**src/rtl/mau_pkg.sv**
```systemverilog
// Shared types and helpers for the MAU dispatcher: instruction width, field
// extraction for the {op,a1,a2,b1,b2} packing, and lane-index sizing.
package mau_pkg;

    localparam int MAX_DW = 32;

    function automatic int instr_w(input int dw);
        return 5 * dw;
    endfunction

    // A single-lane build still needs a 1-bit pointer so ports stay legal.
    function automatic int lane_w(input int nlane);
        return (nlane > 1) ? $clog2(nlane) : 1;
    endfunction

    // idx 0 is op (MSBs), 4 is b2 (LSBs).
    function automatic logic [MAX_DW-1:0] instr_field(input logic [5*MAX_DW-1:0] instr,
                                                      input int dw, input int idx);
        logic [5*MAX_DW-1:0] shifted;
        logic [MAX_DW-1:0]   mask;
        shifted = instr >> ((4 - idx) * dw);
        mask    = {MAX_DW{1'b1}} >> (MAX_DW - dw);
        return shifted[MAX_DW-1:0] & mask;
    endfunction

    function automatic logic [MAX_DW-1:0] instr_op(input logic [5*MAX_DW-1:0] instr, input int dw);
        return instr_field(instr, dw, 0);
    endfunction

    function automatic logic [MAX_DW-1:0] instr_a1(input logic [5*MAX_DW-1:0] instr, input int dw);
        return instr_field(instr, dw, 1);
    endfunction

    function automatic logic [MAX_DW-1:0] instr_a2(input logic [5*MAX_DW-1:0] instr, input int dw);
        return instr_field(instr, dw, 2);
    endfunction

    function automatic logic [MAX_DW-1:0] instr_b1(input logic [5*MAX_DW-1:0] instr, input int dw);
        return instr_field(instr, dw, 3);
    endfunction

    function automatic logic [MAX_DW-1:0] instr_b2(input logic [5*MAX_DW-1:0] instr, input int dw);
        return instr_field(instr, dw, 4);
    endfunction

endpackage

```
**src/rtl/mau_sync_fifo.sv**
```systemverilog
// Instruction queue: DEPTH entries, extra pointer MSB distinguishes full from
// empty. Flush drops all queued entries by catching the read pointer up.
module mau_sync_fifo #(
    parameter int WIDTH = 40,
    parameter int DEPTH = 4
) (
    input  logic                     clk,
    input  logic                     rst_n,
    input  logic                     i_push,
    input  logic                     i_pop,
    input  logic                     i_flush,
    input  logic [WIDTH-1:0]         i_data,
    output logic [WIDTH-1:0]         o_data,
    output logic [$clog2(DEPTH):0]   o_count,
    output logic                     o_full,
    output logic                     o_empty
);

    localparam int AW = $clog2(DEPTH);

    logic [AW:0]      r_wr_ptr;
    logic [AW:0]      r_rd_ptr;
    logic [WIDTH-1:0] r_mem [DEPTH];
    logic             w_wr_en;
    logic             w_rd_en;

    assign o_empty = (r_wr_ptr == r_rd_ptr);
    assign o_full  = (r_wr_ptr[AW] != r_rd_ptr[AW]) && (r_wr_ptr[AW-1:0] == r_rd_ptr[AW-1:0]);
    assign o_count = r_wr_ptr - r_rd_ptr;
    assign o_data  = r_mem[r_rd_ptr[AW-1:0]];

    assign w_wr_en = i_push & ~o_full & ~i_flush;
    assign w_rd_en = i_pop & ~o_empty & ~i_flush;

    // NOTE: state registers use non-blocking assignment so every flop samples
    // pre-edge values regardless of the order the always blocks are evaluated.
    always_ff @(posedge clk) begin
        if (!rst_n) begin
            r_wr_ptr <= '0;
            r_rd_ptr <= '0;
        end else begin
            if (w_wr_en) r_wr_ptr <= r_wr_ptr + 1'b1;
            if (i_flush) r_rd_ptr <= r_wr_ptr;
            else if (w_rd_en) r_rd_ptr <= r_rd_ptr + 1'b1;
        end
    end

    // NOTE: storage is deliberately not reset; the pointers define which
    // entries are meaningful, and leaving the array reset-free lets it map to RAM.
    always_ff @(posedge clk) begin
        if (w_wr_en) r_mem[r_wr_ptr[AW-1:0]] <= i_data;
    end

endmodule

```
**src/rtl/mau_dispatch.sv**
```systemverilog
// Multi-lane MAU dispatcher: queues RX instructions, issues them round-robin to
// NLANE lanes and retires lane results strictly in issue order toward TX.
module mau_dispatch
    import mau_pkg::*;
#(
    parameter int DW           = 8,
    parameter int DEPTH        = 4,
    parameter int NLANE        = 2,
    parameter int MAX_INFLIGHT = 4,
    parameter int RES_W        = 2*DW+2
) (
    input  logic                              clk,
    input  logic                              rst_n,
    input  logic                              in_valid,
    output logic                              in_ready,
    input  logic [5*DW-1:0]                   in_instr,
    input  logic                              flush,
    output logic [NLANE-1:0]                  lane_cmd_valid,
    input  logic [NLANE-1:0]                  lane_cmd_ready,
    output logic [5*DW-1:0]                   lane_cmd_instr,
    input  logic [NLANE-1:0]                  lane_res_valid,
    output logic [NLANE-1:0]                  lane_res_ready,
    input  logic [NLANE*RES_W-1:0]            lane_res_data,
    input  logic [NLANE-1:0]                  lane_res_carry,
    output logic                              out_valid,
    input  logic                              out_ready,
    output logic [RES_W-1:0]                  out_data,
    output logic                              out_carry,
    output logic [$clog2(DEPTH):0]            q_count,
    output logic [$clog2(MAX_INFLIGHT):0]     inflight,
    output logic                              busy
);

    localparam int INSTR_W = instr_w(DW);
    localparam int LW      = lane_w(NLANE);
    localparam int IW      = $clog2(MAX_INFLIGHT) + 1;
    localparam logic [LW-1:0] LAST_LANE = LW'(NLANE - 1);

    logic [LW-1:0]      r_issue_ptr;
    logic [LW-1:0]      r_retire_ptr;
    logic [IW-1:0]      r_inflight;
    logic               r_out_valid;
    logic [RES_W-1:0]   r_out_data;
    logic               r_out_carry;

    logic               w_q_full;
    logic               w_q_empty;
    logic               w_push;
    logic               w_issue_ok;
    logic               w_dispatch;
    logic               w_retire_ok;
    logic               w_retire;
    logic [INSTR_W-1:0] w_head;

    function automatic logic [LW-1:0] next_lane(input logic [LW-1:0] ptr);
        return (ptr == LAST_LANE) ? '0 : ptr + 1'b1;
    endfunction

    mau_sync_fifo #(
        .WIDTH (INSTR_W),
        .DEPTH (DEPTH)
    ) u_queue (
        .clk     (clk),
        .rst_n   (rst_n),
        .i_push  (w_push),
        .i_pop   (w_dispatch),
        .i_flush (flush),
        .i_data  (in_instr),
        .o_data  (w_head),
        .o_count (q_count),
        .o_full  (w_q_full),
        .o_empty (w_q_empty)
    );

    // in_ready looks only at the current occupancy; no credit for a same-cycle pop.
    assign in_ready    = rst_n & ~w_q_full & ~flush;
    assign w_push      = in_valid & in_ready;
    assign w_issue_ok  = rst_n & ~w_q_empty & (r_inflight < IW'(MAX_INFLIGHT)) & ~flush;
    assign w_dispatch  = w_issue_ok & lane_cmd_ready[r_issue_ptr];
    assign w_retire_ok = rst_n & (r_inflight != '0) & (~r_out_valid | out_ready);
    assign w_retire    = w_retire_ok & lane_res_valid[r_retire_ptr];

    // NOTE: defaults first so every bit of these outputs is assigned on every
    // path; otherwise the one-hot index write would infer latches.
    always_comb begin
        lane_cmd_valid = '0;
        lane_res_ready = '0;
        lane_cmd_valid[r_issue_ptr]  = w_issue_ok;
        lane_res_ready[r_retire_ptr] = w_retire_ok;
    end

    always_ff @(posedge clk) begin
        if (!rst_n) begin
            r_issue_ptr  <= '0;
            r_retire_ptr <= '0;
            r_inflight   <= '0;
            r_out_valid  <= 1'b0;
            r_out_data   <= '0;
            r_out_carry  <= 1'b0;
        end else begin
            if (w_dispatch) r_issue_ptr  <= next_lane(r_issue_ptr);
            if (w_retire)   r_retire_ptr <= next_lane(r_retire_ptr);

            case ({w_dispatch, w_retire})
                2'b10:   r_inflight <= r_inflight + 1'b1;
                2'b01:   r_inflight <= r_inflight - 1'b1;
                default: r_inflight <= r_inflight;
            endcase

            // A capture in the drain cycle replaces the register, one result per cycle.
            if (w_retire) begin
                r_out_valid <= 1'b1;
                r_out_data  <= lane_res_data[r_retire_ptr*RES_W +: RES_W];
                r_out_carry <= lane_res_carry[r_retire_ptr];
            end else if (r_out_valid && out_ready) begin
                r_out_valid <= 1'b0;
                r_out_data  <= '0;
                r_out_carry <= 1'b0;
            end
        end
    end

    assign lane_cmd_instr = w_head;
    assign out_valid      = r_out_valid;
    assign out_data       = r_out_data;
    assign out_carry      = r_out_carry;
    assign inflight       = r_inflight;
    assign busy           = (q_count != '0) | (r_inflight != '0) | r_out_valid;

endmodule
```
**config.mk**
```make
export PLATFORM = sky130hd
export DESIGN_NAME = mau_dispatch
export DESIGN_NICKNAME = d
export VERILOG_FILES = /design/src/rtl/mau_pkg.sv /design/src/rtl/mau_sync_fifo.sv /design/src/rtl/mau_dispatch.sv
export SDC_FILE = /design/constraint.sdc
export NUM_CORES = 1
export LEC_CHECK = 0
export BUFFER_PORTS_ARGS = -buffer_cell sky130_fd_sc_hd__buf_2
export CAP_MARGIN = 0
export CORE_UTILIZATION = 49
export CTS_CLUSTER_DIAMETER = 40
export DETAILED_ROUTE_END_ITERATION = 10
export PLACE_DENSITY = 0.76
export SETUP_SLACK_MARGIN = 0.02
export SLEW_MARGIN = 20
export SYNTH_ARGS = -nofsm -noshare
export SYNTH_HDL_FRONTEND = slang
export SYNTH_SLANG_ARGS = --single-unit
```
**constraint.sdc**
```tcl
create_clock -name clk -period 2.7 [get_ports clk]
set_input_delay 0.27 -clock clk [delete_from_list [all_inputs] [get_ports clk]]
set_output_delay 0.27 -clock clk [all_outputs]
set_load 0.05 [all_outputs]
```
# Yosys cells after proc, flatten, opt, wreduce, memory -nomap -nowiden
# Memories as Yosys holds them, arrays and structs flattened. A register that Yosys moved wholly into a read port is not among the register bits.
# Cells that the tools add are included.
# classes
addsub	7
n_mul	1
magnitude_cmp	5
n_eq_ne	5
shifts	1
mux	24
bitwise	23
reduce_logical	9
# ops
cell	count
$mux 18	2
$shiftx 36x7->18	1
$mux 1	15
$and 1x1->1	14
$add 3x1->3 const B	3
$mux 3	2
$pmux 3 s2	1
$reduce_bool 2->1	3
$reduce_bool 3->1	2
$mul 1x4->5 const B	1
$and 2x2->2	2
$logic_and 1x1->1	4
$lt 1x2->1 const B	2
$mux 2	2
$not 1->1	4
$eq 3x3->1	1
$lt 3x3->1 const B	1
$or 1x1->1	3
$sub 3x1->3 const B	1
$sub 3x3->3	1
$add 1x1->1 const B	2
$demux 1 s1	2
$eq 2x1->1 const B	1
$eq 2x2->1	1
other kinds (3)	4
# word_totals
register_bits	31
mem_bits_rw	160
in_bits	87
mem_count	1
# memory_table
name	words	width	read_ports	rd_ports_with_merged_regs	wr	line	source
u_queue.r_mem	4	40	1	1	1	mau_sync_fifo.sv:23	logic [WIDTH-1:0] r_mem [DEPTH];

# Depth between registers and ports, before layout
# depth
word_depth	12
ltp_mapped	11

# Modules after synthesis
# Synthesis repeated with hierarchy kept, for this count alone.
# hier_totals
hier_cells	430
hier_area_um2	7692.4
# modules_own_cells
module	n_inst	cells_each	area_per_inst_um2	seq_area_each_um2
mau_sync_fifo	1	274	6322.3	4964.8
mau_dispatch	1	156	1370.1	500.5

# Worst setup path before layout
# Ideal clock, no wire load.
# synth_timing
path_kind	register -> output
from	reg u_queue.r_wr_ptr[0]
to	out busy
arrival_time_ns	2.418
required_ns	2.430
setup_slack_ns	0.012
stages_incl_launch_ff	6
n_path_buf	0
cell_sequence	dfxtp_1 inv_1 ha_1 fa_1 xnor2_1 or4_1
# synth_between
elab_chain_cells	4
# synth_lines
item	line	source
start: declaration	mau_sync_fifo.sv:21	logic [AW:0] r_wr_ptr;
start signal: assignment	mau_sync_fifo.sv:42	if (w_wr_en) r_wr_ptr <= r_wr_ptr + 1'b1;
$sub 3x3->3	mau_sync_fifo.sv:29	assign o_count = r_wr_ptr - r_rd_ptr;
net q_count[2]	mau_dispatch.sv:29	output logic [$clog2(DEPTH):0] q_count,
$reduce_bool 3->1	mau_dispatch.sv:128	assign busy = (q_count != '0) | (r_inflight != '0) | r_out_valid;
$or 1x1->1 (2 in a row)	mau_dispatch.sv:128	
end: declaration	mau_dispatch.sv:31	output logic busy
# The timed path passes the listed nets, and every way through them passes these cells.

# Worst setup path after layout
# layout_timing
from	reg u_queue.r_wr_ptr[0]
to	out busy
# layout_between
elab_chain_cells	4
# layout_lines
item	line
$sub 3x3->3	mau_sync_fifo.sv:29
$reduce_bool 3->1	mau_dispatch.sv:128
$or 1x1->1 (2 in a row)	mau_dispatch.sv:128
# Every way passes these cells.

==> summary.txt <==
Outcome - complete, no violations
Worst r2r src - u_queue.r_wr_ptr[0]$_SDFFE_PN0P_
Startpoint Class - flop
Vias - 4,187
Worst-Skew Late Latency - 0.42 ns
Placed cell area - 8610 um2
Combinational Power Share - 11.3%
Post-route cell area - 9140 um2
HPWL Detailed - 9050 um
Sequential fraction of design power - 53.0%
Crit path DAT - 2.29 ns
First-pass GRT wire length - 22,800 um
Period utilization - 94.8%
Fin. Hold Viols - 0
Placer Congestion - 0.819
Routed wire length per instance - 18.3 um
Initial antenna violation count - 0
H-tree depth - 4
Synth Flop Type - edfxtp_1
TritonRoute pass-1 iters - 5
WS Path Type - reg2out
Vias per cell - 5.41
Critical Path Start - u_queue.r_wr_ptr[0]$_SDFFE_PN0P_
Area occupied by multi-input gates - 1950 um2
Cell chosen for the clock root - clkbuf_16
Nets - 675
Maximum clock path buffer count - 2
CP top delay family - adder cells
Final ANT Viol Nets - 0
Fillcell total - 1,062
Synth Warn # - 0
Ys async rst share - 0%
Total GRT Usage - 19.2%
Worst Tran Pin Value - 0.968 ns
WP data required - 2.43 ns
Dpl cells - 743
Hold Crit Class - in2reg
Met1 Use GR - 23.3%
Lkg Pwr - 3.23 nW
Register Area - 5470 um2
Worst slew margin - 35.4%
Via count of the first global-routing pass - 4,454
Clock Sinks - 193
Distinct cells, synth - 38
Starting density of the core - 51.1%
CP cell instances - inv_1 > ha_1 > fa_2 > nand2_1 > or4_1 > buf_6
CTS clk-pin slew, worst paths - 0.07 ns
Rows - 44
Critical path peak fanout - 5
Finished Layout Cells - 774
FF+latch count, synth - 193
Post-synth net total - 509
Area leader, netlist - edfxtp_1
Sequential element share of the synthesized area - 72.5%
Yosys top cell area share - 63.7%
Die extent in y - 126 um
EDFF count, synth - 160
Max incr delay on CP - 0.54 ns
RSZ-0062 raised after global routing - no
P_sw - 1.54 mW
Synth Instances - 412
Clk pwr share - 35.7%
Max cap viols - 0
Largest net degree at the start of global routing - 41
Clock tree from TritonCTS - yes
Mapped Avg Cell Area - 18.3 um2
Syn-to-layout area delta - 21.2%
Overall Power - 6.21 mW
Pwr dens - 680 nW/um2
Max-slew violations - 0
Cts bufs inserted - 17
Die W - 126 um
Die ar. - 15,900 um2
Internal - 4.67 mW
Final setup fails - 0
Share of cells above drive strength 1 - 45.1%
Hold Startpoint - lane_cmd_ready[1]
Area of the core - 14,800 um2
Grt peak-use layer - met2
M3 GR Usage - 4.38%
Critical path endpoint category - output port
Critical-path top delay cell - fa_2
DRT iter0 DRCs - 270
Crit path buf inv count - 2
Fmax - 391 MHz
Tmin final - 2.56 ns
Fin Clk Skew - 0.00815 ns
Setup TNS - 0 ns
Residual DRC - 0
Top post-synthesis cells by area - edfxtp_1 64%, mux4_2 12%, dfxtp_1 8.8%
I/O pin count - 159
Post-synthesis cell area - 7540 um2
Diodes inserted - 0
Switch share - 24.9%
PortBufs - 158
VDD IR max - 0.464 mV
Grt ovf - 0
Total Wirelength - 14,200 um
Met2 GRT Util - 33.4%
-- synthesized netlist by cell type (all sizes together) (4+ instances only) --
master and number:
clkbuf 10, o21ai 6, buf 10, nand3 20, a21oi 24, ha 8, mux4 40, nor2 9
mux2i 20, edfxtp 160, inv 14, nand2 5, and2 4, dfxtp 33, or2 19
-- layout make-up --
| type | count | area share, % |
|---|---|---|
| Clock buffer | 18 | 4.70 |
| Clock inverter | 13 | 0.986 |
| Inverter | 14 | 0.575 |
| Multi-Input combinational cell | 185 | 21.3 |
| Sequential cell | 193 | 59.9 |
| Tap cell | 184 | 2.52 |
| Timing Repair Buffer | 167 | 10.0 |
-- layout by cell type (no fill, tap or decap), types with 2 or more instances in the layout --
| cell | netlist | routed |
|---|---|---|
| nor2_1 | 9 | 9 |
| or2_2 | 16 | 16 |
| buf_2 | 7 | 157 |
| o21ai_0 | 6 | 6 |
| a211oi_1 | 3 | 3 |
| dfxtp_4 | 0 | 2 |
| nand2_1 | 5 | 5 |
| a311oi_1 | 2 | 2 |
| clkbuf_16 | 0 | 17 |
| mux4_2 | 40 | 40 |
| nand3_1 | 20 | 20 |
| ha_1 | 8 | 8 |
| or2_1 | 3 | 3 |
| nor3_1 | 3 | 3 |
| xnor2_2 | 1 | 2 |
| clkinv_2 | 0 | 2 |
| a21oi_1 | 24 | 24 |
| clkinvlp_4 | 0 | 5 |
| buf_4 | 1 | 5 |
| buf_12 | 0 | 4 |
| xor2_1 | 3 | 3 |
| nand4_1 | 2 | 2 |
| and2_2 | 0 | 3 |
| dfxtp_1 | 33 | 30 |
| inv_1 | 13 | 12 |
| edfxtp_1 | 160 | 160 |
| mux2i_1 | 20 | 20 |
| inv_6 | 0 | 2 |
| or3_1 | 2 | 2 |
| inv_2 | 1 | 2 |
| clkinv_4 | 0 | 2 |
| clkinv_1 | 0 | 2 |
-- worst paths after layout --
check	endpoint	slack, ns	depth (start not counted)
hold / removal	r_issue_ptr$_SDFFE_PN0P_	0.06	2
setup reg to reg	inflight[2]$_SDFFE_PN0P_	0.27	10
hold reg to reg	out_data[13]$_SDFFE_PN0P_	0.46	2
setup / recovery	busy	0.14	6
-- timing repair --
action | in CTS | in global routing
gates resized for setup | 1 | 5
endpoints found under the setup margin | 1 | 1
buffers inserted | 0 | 0
hold buffers | 0 | 0
-- power by group through the flow --
stage / clock [mW] / combinational, mW / sequential, mW
5_1_grt: 2.37 / 0.747 / 3.29
2_1_floorplan: 0 / 0.469 / 3.37
6_report: 2.22 / 0.705 / 3.29
3_3_place_gp: 0 / 0.689 / 3.35
3_5_place_dp: 0 / 0.700 / 3.35
4_1_cts: 2.26 / 0.703 / 3.29
-- per-stage QoR --
stage	hold WS, ns	utilization [%]	setup slack (ns)
floorplan	0.369	-	0.107
global placement	0.448	58.3	0.322
finish	0.0605	61.9	0.141
global route	0.0478	61.9	0.0304
detailed placement	0.454	58.3	0.188
CTS	0.0430	61.9	0.0457
-- worst register-to-register path: stages, from the launching register on --
cell      delay, ns
dfxtp_4        0.37
inv_1          0.08
ha_1           0.40
a311oi_4       0.17
inv_1          0.10
ha_1           0.19
inv_1          0.07
fa_1           0.37
xor2_1         0.16
or3_1          0.31
a21oi_1        0.15
-- cell families after synthesis --
group,count (synthesis),synth area share (%)
flip-flops,193,72.5
AND/OR/NAND/NOR,69,5.03
multiplexers,61,14.8
AO/OA/AOI/OAI,39,3.20
buffers and inverters,34,1.86
adder cells (fa/ha/maj),10,1.86
XOR/XNOR,6,0.797
-- flip-flops by register name, indices dropped and copies added, names as in the netlist, named ones only --
name	count
u_queue.r_mem	160
out_data	18
inflight	3
u_queue.r_rd_ptr	3
u_queue.r_wr_ptr	3
out_carry	1
out_valid	1
r_issue_ptr	1
r_retire_ptr	1
-- layer usage --
metal / part of all wire (%) / routed length, um / up-vias
met1: 42 / 5940 / 2056
met3: 5.8 / 822 / 19
met4: 1.5 / 211 / 0
met2: 51 / 7190 / 167
met5: 0 / 0 / -
li1: - / - / 1945
Power figures use the tool's default switching activity.
